## src/rtl/vram_scanout_arbiter_if.sv

```systemverilog
// Beam, host and VRAM signals of the scanout arbiter.
// The slave modport is the arbiter's view; master is the surrounding system's view.
interface vram_scanout_arbiter_if #(
    parameter int unsigned ADDR_W = 15
);
    logic [9:0]        hpos;
    logic [9:0]        vpos;
    logic              visible;
    logic              host_valid;
    logic              host_we;
    logic [ADDR_W-1:0] host_addr;
    logic [7:0]        host_wdata;
    logic              host_ready;
    logic              host_rvalid;
    logic [7:0]        host_rdata;
    logic              ram_en;
    logic              ram_we;
    logic [ADDR_W-1:0] ram_addr;
    logic [7:0]        ram_wdata;
    logic [7:0]        ram_rdata;
    logic [7:0]        r;
    logic [7:0]        g;
    logic [7:0]        b;

    modport slave (
        input  hpos, vpos, visible, host_valid, host_we, host_addr, host_wdata, ram_rdata,
        output host_ready, host_rvalid, host_rdata, ram_en, ram_we, ram_addr, ram_wdata, r, g, b
    );

    modport master (
        output hpos, vpos, visible, host_valid, host_we, host_addr, host_wdata, ram_rdata,
        input  host_ready, host_rvalid, host_rdata, ram_en, ram_we, ram_addr, ram_wdata, r, g, b
    );
endinterface

```

## src/rtl/vram_scanout_arbiter.sv

```systemverilog
// Single-port VRAM owner: fetches one RGB332 cell per scaled pixel for the beam, expands it to
// 8-bit RGB with a fixed 2-cycle latency, and hands every non-fetch RAM cycle to the host port.
module vram_scanout_arbiter #(
    parameter int unsigned H_CELLS    = 160,
    parameter int unsigned V_CELLS    = 120,
    parameter int unsigned SCALE_LOG2 = 2,
    parameter int unsigned ADDR_W     = 15
) (
    input logic                   i_clk,
    input logic                   i_rst,
    vram_scanout_arbiter_if.slave bus
);

    localparam int unsigned CELLS    = H_CELLS * V_CELLS;
    localparam logic [9:0]  SUB_MASK = 10'((1 << SCALE_LOG2) - 1);

    logic [9:0]        col;
    logic [9:0]        row;
    logic              vf;
    logic              host_ready;
    logic              host_xfer;
    logic              host_in_range;
    logic [ADDR_W-1:0] video_addr;

    assign col = bus.hpos >> SCALE_LOG2;
    assign row = bus.vpos >> SCALE_LOG2;

    // Fetch only on the first screen pixel of each cell inside the bitmap.
    assign vf = !i_rst && bus.visible && ((bus.hpos & SUB_MASK) == '0)
                && (32'(col) < H_CELLS) && (32'(row) < V_CELLS);

    assign video_addr    = ADDR_W'(row) * ADDR_W'(H_CELLS) + ADDR_W'(col);
    assign host_ready    = !i_rst && !vf;
    assign host_xfer     = bus.host_valid && host_ready;
    assign host_in_range = 32'(bus.host_addr) < CELLS;

    always_comb begin
        bus.ram_en    = 1'b0;
        bus.ram_we    = 1'b0;
        bus.ram_addr  = '0;
        bus.ram_wdata = '0;
        if (vf) begin
            bus.ram_en   = 1'b1;
            bus.ram_addr = video_addr;
        end else if (host_xfer) begin
            // Out-of-range requests are accepted but never reach the RAM.
            bus.ram_en    = host_in_range;
            bus.ram_we    = host_in_range && bus.host_we;
            bus.ram_addr  = bus.host_addr;
            bus.ram_wdata = bus.host_wdata;
        end
    end

    logic       fetch_q;
    logic       rd_q;
    logic       rd_oor_q;
    logic       vis_q;
    logic [7:0] pix_q;
    logic [7:0] pix_d;
    logic [7:0] r_q;
    logic [7:0] g_q;
    logic [7:0] b_q;
    logic       rvalid_q;
    logic [7:0] rdata_q;

    assign pix_d = fetch_q ? bus.ram_rdata : pix_q;

    // vis_q is the first visible delay stage; the gated RGB register is the second.
    always_ff @(posedge i_clk or posedge i_rst) begin
        if (i_rst) begin
            fetch_q  <= 1'b0;
            rd_q     <= 1'b0;
            rd_oor_q <= 1'b0;
            vis_q    <= 1'b0;
            pix_q    <= '0;
            r_q      <= '0;
            g_q      <= '0;
            b_q      <= '0;
            rvalid_q <= 1'b0;
            rdata_q  <= '0;
        end else begin
            fetch_q  <= vf;
            rd_q     <= host_xfer && !bus.host_we;
            rd_oor_q <= !host_in_range;
            vis_q    <= bus.visible;
            pix_q    <= pix_d;
            if (vis_q) begin
                r_q <= {pix_d[7:5], pix_d[7:5], pix_d[7:6]};
                g_q <= {pix_d[4:2], pix_d[4:2], pix_d[4:3]};
                b_q <= {pix_d[1:0], pix_d[1:0], pix_d[1:0], pix_d[1:0]};
            end else begin
                r_q <= '0;
                g_q <= '0;
                b_q <= '0;
            end
            rvalid_q <= rd_q;
            if (rd_q) begin
                rdata_q <= rd_oor_q ? 8'h00 : bus.ram_rdata;
            end
        end
    end

    assign bus.host_ready  = host_ready;
    assign bus.host_rvalid = rvalid_q;
    assign bus.host_rdata  = rdata_q;
    assign bus.r           = r_q;
    assign bus.g           = g_q;
    assign bus.b           = b_q;

endmodule

```

## src/flat_wrapper.sv

```systemverilog
// flat-port wrapper written by rule: the top's interface ports become plain ports
module vram_scanout_arbiter_flat 
#(
    parameter int unsigned H_CELLS    = 160,
    parameter int unsigned V_CELLS    = 120,
    parameter int unsigned SCALE_LOG2 = 2,
    parameter int unsigned ADDR_W     = 15
)
  (i_clk, i_rst, bus_hpos, bus_vpos, bus_visible, bus_host_valid, bus_host_we, bus_host_addr, bus_host_wdata, bus_ram_rdata, bus_host_ready, bus_host_rvalid, bus_host_rdata, bus_ram_en, bus_ram_we, bus_ram_addr, bus_ram_wdata, bus_r, bus_g, bus_b);
  vram_scanout_arbiter_if #(.ADDR_W(ADDR_W)) bus_i ();
  input logic i_clk;
  input logic i_rst;
  input wire logic [$bits(bus_i.hpos)-1:0] bus_hpos;
  input wire logic [$bits(bus_i.vpos)-1:0] bus_vpos;
  input wire logic [$bits(bus_i.visible)-1:0] bus_visible;
  input wire logic [$bits(bus_i.host_valid)-1:0] bus_host_valid;
  input wire logic [$bits(bus_i.host_we)-1:0] bus_host_we;
  input wire logic [$bits(bus_i.host_addr)-1:0] bus_host_addr;
  input wire logic [$bits(bus_i.host_wdata)-1:0] bus_host_wdata;
  input wire logic [$bits(bus_i.ram_rdata)-1:0] bus_ram_rdata;
  output wire logic [$bits(bus_i.host_ready)-1:0] bus_host_ready;
  output wire logic [$bits(bus_i.host_rvalid)-1:0] bus_host_rvalid;
  output wire logic [$bits(bus_i.host_rdata)-1:0] bus_host_rdata;
  output wire logic [$bits(bus_i.ram_en)-1:0] bus_ram_en;
  output wire logic [$bits(bus_i.ram_we)-1:0] bus_ram_we;
  output wire logic [$bits(bus_i.ram_addr)-1:0] bus_ram_addr;
  output wire logic [$bits(bus_i.ram_wdata)-1:0] bus_ram_wdata;
  output wire logic [$bits(bus_i.r)-1:0] bus_r;
  output wire logic [$bits(bus_i.g)-1:0] bus_g;
  output wire logic [$bits(bus_i.b)-1:0] bus_b;
  assign bus_i.hpos = bus_hpos;
  assign bus_i.vpos = bus_vpos;
  assign bus_i.visible = bus_visible;
  assign bus_i.host_valid = bus_host_valid;
  assign bus_i.host_we = bus_host_we;
  assign bus_i.host_addr = bus_host_addr;
  assign bus_i.host_wdata = bus_host_wdata;
  assign bus_i.ram_rdata = bus_ram_rdata;
  assign bus_host_ready = bus_i.host_ready;
  assign bus_host_rvalid = bus_i.host_rvalid;
  assign bus_host_rdata = bus_i.host_rdata;
  assign bus_ram_en = bus_i.ram_en;
  assign bus_ram_we = bus_i.ram_we;
  assign bus_ram_addr = bus_i.ram_addr;
  assign bus_ram_wdata = bus_i.ram_wdata;
  assign bus_r = bus_i.r;
  assign bus_g = bus_i.g;
  assign bus_b = bus_i.b;
  vram_scanout_arbiter #(.H_CELLS(H_CELLS), .V_CELLS(V_CELLS), .SCALE_LOG2(SCALE_LOG2), .ADDR_W(ADDR_W)) u_core (.i_clk(i_clk), .i_rst(i_rst), .bus(bus_i));
endmodule
```

## config.mk

```make
export PLATFORM = sky130hd
export DESIGN_NAME = vram_scanout_arbiter_flat
export DESIGN_NICKNAME = d
export VERILOG_FILES = /design/src/rtl/vram_scanout_arbiter_if.sv /design/src/rtl/vram_scanout_arbiter.sv /design/src/flat_wrapper.sv
export SDC_FILE = /design/constraint.sdc
export NUM_CORES = 1
export LEC_CHECK = 0
export ABC_AREA = 1
export CORE_ASPECT_RATIO = 0.8
export CORE_MARGIN = 2
export CORE_UTILIZATION = 35
export CTS_CLUSTER_SIZE = 10
export DETAILED_ROUTE_END_ITERATION = 7
export GPL_TIMING_DRIVEN = 0
export PLACE_DENSITY = 0.86
export SKIP_LAST_GASP = 1
export SLEW_MARGIN = 20
export SYNTH_ARGS = -nofsm -noshare
export SYNTH_HDL_FRONTEND = slang
export SYNTH_SLANG_ARGS = --single-unit
```

## constraint.sdc

```tcl
create_clock -name i_clk -period 3.11 [get_ports i_clk]
set_input_delay 0.622 -clock i_clk [delete_from_list [all_inputs] [get_ports i_clk]]
set_output_delay 0.622 -clock i_clk [all_outputs]
set_load 0.02 [all_outputs]
```

Word-level counts from Yosys, hierarchy flattened
Index checks and enable logic that the tools add are counted.

operators by class
  $add $sub $neg = 1
  multiply operators = 1
  $lt $le $gt $ge = 3
  muxes and demuxes = 13
  reduce and logical (&&, ||, !) cells = 13

operators with widths
  cell                                                                           number
  8-bit two-way mux                                                              7
  15-bit two-way mux                                                             2
  15-bit by 8-bit adder with 15-bit output                                       1
  15-bit less-than comparator (second input constant)                            1
  10-bit logical NOT                                                             1
  8-bit by 3-bit multiplier with 10-bit output (second input constant)           1
  1-bit logical AND                                                              8
  8-bit by 7-bit less-than comparator with 1-bit output (second input constant)  1
  8-bit less-than comparator (second input constant)                             1
  1-bit logical NOT                                                              4
  1-bit two-way mux                                                              4

storage, ports and cells
  bits in registers = 45
  word-level logic and storage cells = 41

Longest topological paths before layout
Gate-level depths: netlist of run 1.

  depth in word-level cells = 10
  gate-level depth with buffers = 14
  depth with buffers taken out = 14

Least setup slack after synthesis of run 1
Ideal clock, no wire load.

  path type = in2out
  start point = in bus_vpos[3]
  end point = out bus_ram_addr[12]
  arrival = 2.671 ns
  data required time = 2.488 ns
  setup slack = -0.183 ns
  stages = 11
  path buffers = 0
  cell sequence = ha_1 ha_1 inv_1 fa_1 nor2_1 nand3_4 nor2_4 nand2_2 nand2_1 nand2_1 o21ai_0

on the way
  word-level cells in the longest chain between the ends = 7
  elaborated cells between the ends (all ways) = 9

RTL lines
  item                                                                                              line                        RTL
  start: declaration                                                                                flat_wrapper.sv:14          input wire logic [$bits(bus_i.vpos)-1:0] bus_vpos;
  parallel branches: the longest is 6 deep, another holds 15-bit by 8-bit adder with 15-bit output  -
  15-bit two-way mux (*)                                                                            vram_scanout_arbiter.sv:42  if (vf) begin
  end: declaration                                                                                  flat_wrapper.sv:26          output wire logic [$bits(bus_i.ram_addr)-1:0] bus_ram_addr;

Mark *: on every way between the ends.

Worst setup path in the final report of run 1
  start point = in bus_vpos[5]
  end point = out bus_ram_addr[14]

The elaborated chain is that of the path after synthesis.

==> summary.txt, run 1 <==
Net Count, Synth - 363
# IOs - 115
TritonCTS Buffers - 5
synthesized area per cell - 7.24 um2
Post-Route Skew - 0.00512 ns
number of global-route vias before repair - 2388
Root Driver - clkbuf_8
All-Layer GR Usage - 19.3%
CTS tree - done
commonest cells after routing, fill and taps aside - 88 x nand2_1, 75 x clkdlybuf4s50_1, 36 x inv_1
Worst Setup End Kind - primary output
Hold-fix buffers, CTS - 0
Antenna Cells - 0
unrepaired setup endpoints after global routing - yes
Die Width - 90.6 um
total routed wirelength - 6660 um
Die Ht - 73.3 um
Skew-Pair Late Insertion Delay - 0.28 ns
max-slew violation count - 0
share of cells above drive strength 1 - 22.2%
Final nets - 496
core footprint - 0.00585 mm2
max incr delay on CP - 0.46 ns
dominant cells by area after synthesis - dfrtp_1 35%, nand2_1 16%, ha_1 8.9%
Synth Instances - 290
H-tree levels - 2
max_cap viols - 0
Buf/Inv on CP - 3
status - finished, violations left
wire per inst - 13.2 um
Period Utilization, post-route - 103%
Crit-path slowest cell - fa_2
cell family with most CP delay - adder cells
crit-path max FO - 3
CP startpoint kind - input pin
kind of critical path - in -> out
#FFs+latches synth - 29
vias - 2417
share of the synthesized area in the top cell type - 34.5%
via/cell ratio - 4.79
GPL Wtd Cong - 0.833
LEAKAGE - 0.00185 uW
Area growth, synth to finish - 75.0%
type of the worst min-delay path - reg -> reg
Setup-failing EPs final - 3
initial antenna violation count - 0
largest net degree at the start of global routing - 17
main combinational cell family by area after synthesis - simple AND/OR/NAND/NOR gates
R2R setup slack - 1.83 ns
CP Data Required Time - 2.49 ns
DRT iter0 DRCs - 68
most frequent cell on the critical path - nor2_4
Buffers on Ports - 112
antenna-violating nets left - 0
VDD IR max - 0.162 mV
Post-DP HPWL - 4780 um
initial cell density of the core - 35.9%
TritonRoute pass-1 iters - 4
Max Clk Rate - 312 MHz
worst path arrival time - 2.58 ns
DRC - 0
grt ovf - 0
Cell Area, Synth - 0.00210 mm2
FP Rows - 25
Synth Area in XOR/XNOR - 0.417%
Netlist cell types - 28
multiplexer share of the synthesized area - 0%
Slew @ Worst Pin - 0.421 ns
Clock Tree Buf Depth - 2
global-route wire length before repair - 10200 um
Simple-Gate Fraction of Synth Area - 30.9%
max_slew headroom - 71.9%
area leader, netlist - dfrtp_1
Total Neg Setup Slack - -0.189 ns
fillers - 506
commonest non-fill, non-tap cell in the layout - nand2_1
Clock transition at path regs - 0.06 ns
Synth Area in Adders - 10.8%
Seq/Total Area, Yosys - 34.5%
yosys warns - 0
power per cell area - 396 mW/mm2
die footprint - 0.00664 mm2
Compound-Gate Fraction of Synth Area - 7.68%
CP cell instances - buf_8 > ha_4 > ha_4 > inv_2 > fa_2 > nor2_4 > nand3_4 > nor2_4 > nand2_2 > nor2_4 > nand2_1 > nand2_1 > nand3_2 > nand2_2 > buf_6
Clock Sinks - 29
final hold vios - 0
final hold slack - 0.469 ns
Tmin final - 3.20 ns
final worst slack - -0.0942 ns
failing checks - setup timing
stage by stage:
stage	area, um2	total power [uW]	instances	worst slack, ns	util, %
after detailed placement	3330	1110	483	-1.19	56.9
after global routing	3680	1540	505	-0.192	62.9
after floorplan	2100	820	290	-0.0308	-
after CTS	3600	1440	499	-0.138	61.6
final	3680	1460	505	-0.0942	62.9
after global placement	3330	1090	483	-1.15	56.9
synth_stat cells, drive strengths merged:
library cell / number
nor4: 1
a21oi: 13
and2: 1
nand2: 97
nand3b: 1
dfrtp: 29
clkbuf: 2
nand4: 4
o21ai: 18
ha: 15
nor2: 22
fa: 2
xor2: 1
o22ai: 1
inv: 45
buf: 19
or2: 1
nand3: 18
layer usage:
layer / vias to the layer above / global-route usage, % / part of all wire, %
met5: - / 0 / 0
met4: 0 / 8.72 / 2.4
met3: 20 / 5.23 / 7.4
met1: 1121 / 19.5 / 38
li1: 1161 / - / -
met2: 115 / 37.5 / 52
power breakdown:
part           switching (uW)  total (uW)  internal, uW
Sequential               31.7         473           441
Clock                     132         291           158
Combinational             348         694           346
sequential cells by signal, summed over array words and instances (netlist names):
signal	cells
u_core.bus.b	2
u_core.bus.g	3
u_core.bus.host_rdata	8
u_core.bus.host_rvalid	1
u_core.bus.r	3
u_core.fetch_q	1
u_core.pix_q	8
u_core.rd_oor_q	1
u_core.rd_q	1
u_core.vis_q	1
worst paths after layout:
path | from | to | cells past startpoint
setup / recovery | bus_vpos[5] | bus_ram_addr[14] | 15
hold / removal | u_core.pix_q[6] | u_core.pix_q[6] | 2
setup reg to reg | u_core.rd_q | u_core.bus.host_rdata[3] | 2
hold reg to reg | u_core.pix_q[6] | u_core.pix_q[6] | 2
max in group asynchronous | i_rst | u_core.bus.g[4] | 3
min in group asynchronous | i_rst | u_core.bus.host_rdata[5] | 2
layout make-up:
type	count	area (um2)	area share, %
Sequential cell	29	726	19.7
Timing Repair Buffer	125	1200	32.5
Multi-Input combinational cell	195	1210	32.9
Inverter	45	195	5.31
Buffer	21	161	4.39
Tap cell	81	101	2.76
Timing Repair inverter	1	8.76	0.238
Clock buffer	8	80.1	2.18
kinds of logic after synthesis:
kind of cell,count (synthesis)
simple gates,145
fa+ha+maj,17
flops,29
compound gates,32
xor+xnor,1
buf+inv,66
worst reg2reg max path: stages (launching register included):
cell,delay (ns)
dfrtp_1,0.51
clkbuf_1,0.39
o21ai_0,0.22
timing repair:
| action | CTS | global route |
|---|---|---|
| gates cloned | 1 | 0 |
| setup buffers | 7 | 7 |
| setup endpoints to repair | 26 | 14 |
| resized for setup | 112 | 9 |
| pin swaps | 22 | 12 |
No activity file was read; power rests on OpenSTA's default activity.
==> run 2: changes to the inputs <==
--- a/config.mk
+++ b/config.mk
@@ -8,11 +8,10 @@
 export ABC_AREA = 1
 export CORE_ASPECT_RATIO = 0.8
 export CORE_MARGIN = 2
-export CORE_UTILIZATION = 35
-export CTS_CLUSTER_SIZE = 10
+export CORE_UTILIZATION = 39
+export CTS_CLUSTER_SIZE = 20
 export DETAILED_ROUTE_END_ITERATION = 7
-export GPL_TIMING_DRIVEN = 0
-export PLACE_DENSITY = 0.86
+export PLACE_DENSITY = 0.91
 export SKIP_LAST_GASP = 1
 export SLEW_MARGIN = 20
 export SYNTH_ARGS = -nofsm -noshare
==> constraint.sdc (replaced) <==
create_clock -name i_clk -period 3.25 [get_ports i_clk]
set_input_delay 0.65 -clock i_clk [delete_from_list [all_inputs] [get_ports i_clk]]
set_output_delay 0.65 -clock i_clk [all_outputs]
set_load 0.02 [all_outputs]
==> run 2 against run 1 <==
  * The flow still finishes with violations (setup timing)
  * First-iteration DRC count rose by 110%
  * Final cell count shrank 5.7%
  * Sequential share of layout area grew 0.84 points
  * Largest power group unchanged
==> summary.txt, run 2 (synthesis gave the netlist of run 1 again) <==
placed cells - 462 (was 483)
via/cell ratio - 4.89 (was 4.79)
max_cap viols - 0 (unchanged)
TritonRoute pass-1 iters - 5 (was 4)
max incr delay on CP - 0.47 ns (was 0.46 ns)
GPL Wtd Cong - 0.928 (was 0.833)
hold path cells - 2 (unchanged)
cells on worst reg2reg path - 3 (was 2)
dpl cell area - 0.00328 mm2 (was 0.00333 mm2)
Max Clk Rate - 305 MHz
Tmin final - 3.27 ns
Hold Startpoint - u_core.pix_q[1] (was u_core.pix_q[6])
commonest cells after routing, fill and taps aside - 87 x nand2_1, 78 x clkdlybuf4s50_1, 38 x inv_1 (was 88 x nand2_1, 75 x clkdlybuf4s50_1, 36 x inv_1)
wire per inst - 13.5 um (was 13.2 um)
Root Driver - clkbuf_8 (unchanged)
status - finished, violations left (unchanged)
total routed wirelength - 6450 um (was 6660 um)
FP Rows - 23 (was 25)
Die Width - 86.1 um (was 90.6 um)
largest net degree at the start of global routing - 30 (was 17)
failing checks - setup timing (unchanged)
Setup-failing EPs final - 2 (was 3)
final worst slack - -0.0237 ns (was -0.0942 ns)
max-slew violation count - 0 (unchanged)
LEAKAGE - 0.00181 uW (was 0.00185 uW)
Final nets - 487 (was 496)
crit-path max FO - 2 (was 3)
CP startpoint kind - input pin (unchanged)
grt ovf - 0 (unchanged)
post-place setup slack - -1.02 ns (was -1.19 ns)
number of global-route vias before repair - 2188 (was 2388)
CP Data Required Time - 2.60 ns (was 2.49 ns)
Post-Layout Cell Count - 476 (was 505)
kind of critical path - in -> out (unchanged)
DRC - 0 (unchanged)
global-route wire length before repair - 10100 um (was 10200 um)
type of the worst min-delay path - reg -> reg (unchanged)
Buf/Inv on CP - 4 (was 3)
reg2reg end - u_core.bus.b[5] (was u_core.bus.host_rdata[3])
critical path launch point - bus_vpos[5] (unchanged)
Area growth, synth to finish - 67.9% (was 75.0%)
fillers - 388 (was 506)
DRT iter0 DRCs - 143 (was 68)
unrepaired setup endpoints after global routing - yes (unchanged)
Die Ht - 69.6 um (was 73.3 um)
Slew @ Worst Pin - 0.446 ns (was 0.421 ns)
Post-Route Skew - 0.00312 ns (was 0.00512 ns)
Clock Sinks - 29 (unchanged)
antenna-violating nets left - 0 (unchanged)
die footprint - 0.00599 mm2 (was 0.00664 mm2)
Worst Hold End - u_core.pix_q[1] (was u_core.pix_q[6])
Period Utilization, post-route - 101%
share of cells above drive strength 1 - 19.3% (was 22.2%)
initial antenna violation count - 0 (unchanged)
Clock transition at path regs - 0.05 ns (was 0.06 ns)
commonest non-fill, non-tap cell in the layout - nand2_1 (unchanged)
Crit-path slowest cell - fa_1 (was fa_2)
Clock Tree Buf Depth - 2 (unchanged)
# IOs - 115 (unchanged)
Pwr Total - 1360 uW (was 1460 uW)
vias - 2327 (was 2417)
cell family with most CP delay - adder cells (unchanged)
CTS tree - done (unchanged)
Final Instance Area - 0.00353 mm2 (was 0.00368 mm2)
reg-to-reg startpoint - u_core.fetch_q (was u_core.rd_q)
R2R setup slack - 2.19 ns (was 1.83 ns)
worst path arrival time - 2.62 ns (was 2.58 ns)
Skew-Pair Late Insertion Delay - 0.28 ns (about the same)
initial cell density of the core - 41.2% (was 35.9%)
Antenna Cells - 0 (unchanged)
Post-DP HPWL - 5080 um (was 4780 um)
VDD IR max - 0.143 mV (was 0.162 mV)
TritonCTS Buffers - 5 (unchanged)
Worst Setup End Kind - primary output (unchanged)
power per cell area - 385 mW/mm2 (was 396 mW/mm2)
H-tree levels - 2 (unchanged)
final hold vios - 0 (unchanged)
max_slew headroom - 70.3% (was 71.9%)
core footprint - 0.00509 mm2 (was 0.00585 mm2)
Buffers on Ports - 112 (unchanged)
All-Layer GR Usage - 20.9% (was 19.3%)
CP cell instances - buf_8 > ha_4 > ha_4 > inv_2 > fa_1 > nor2_2 > nand3_4 > nor2_4 > buf_4 > nor2_1 > o22ai_1 > buf_4 (was buf_8 > ha_4 > ha_4 > inv_2 > fa_2 > nor2_4 > nand3_4 > nor2_4 > nand2_2 > nor2_4 > nand2_1 > nand2_1 > nand3_2 > nand2_2 > buf_6)
[run 2: cell types whose count changed in the layout (fill, tap and decap cells not counted), moves of 3 or more]
cell	before	now
dlygate4sd2_1	23	19
clkdlybuf4s50_1	75	78
clkbuf_1	5	1
buf_6	6	2
[run 2: power breakdown]
part	internal, uW	switching (uW)
clock network	167	122
logic	296	321
registers	422	29.5
total	886	472
[run 2: worst max-delay path by stage]
stage	slack [ns]	endpoint	cells after the start
final	-0.02	bus_ram_addr[11]	12
after global routing	-0.11	bus_ram_addr[14]	15
after CTS	-0.05	bus_ram_addr[8]	10
after detailed placement	-1.02	bus_ram_addr[14]	15
after global placement	-0.91	bus_ram_addr[14]	15
after floorplan	0.02	bus_ram_addr[13]	11
[run 2: stage by stage]
stage | util (%) | hold WS (ns) | setup TNS, ns
floorplan | - | 0.437 | 0
global placement | 64.5 | 0.448 | -5.95
detailed placement | 64.5 | 0.457 | -7.60
CTS | 67.5 | 0.469 | -0.0769
global route | 69.2 | 0.495 | -0.413
finish | 69.2 | 0.471 | -0.0303
[run 2: routing by layer]
metal  part of all wire, %  global-route usage (%)  vias up
li1                      -                       -     1135
met1                    40                    24.5     1052
met2                    49                    37.1      126
met3                   8.8                    5.48       14
met4                   1.9                    6.17        0
met5                     0                       0        -
[run 2: repair_timing]
item                                    CTS  global route
hold buffers                              0             0
gates resized for setup                  84            17
endpoints found under the setup margin   26             8
pin swaps                                15            14
setup buffers                             2             5
[run 2: area by class of cell]
cell class	instances	area (um2)	area share, %
timing repair buffer	138	1280	36.4
multi-input combinational	195	1180	33.5
sequential	29	726	20.6
inverter	45	171	4.86
clock buffer	7	86.3	2.45
tap	62	77.6	2.20
[run 2: worst min-delay path, cell delays in order, from the launching register on]
cell and delay (ns):
dfrtp_1 0.32, nand2_1 0.06, nand2_1 0.06
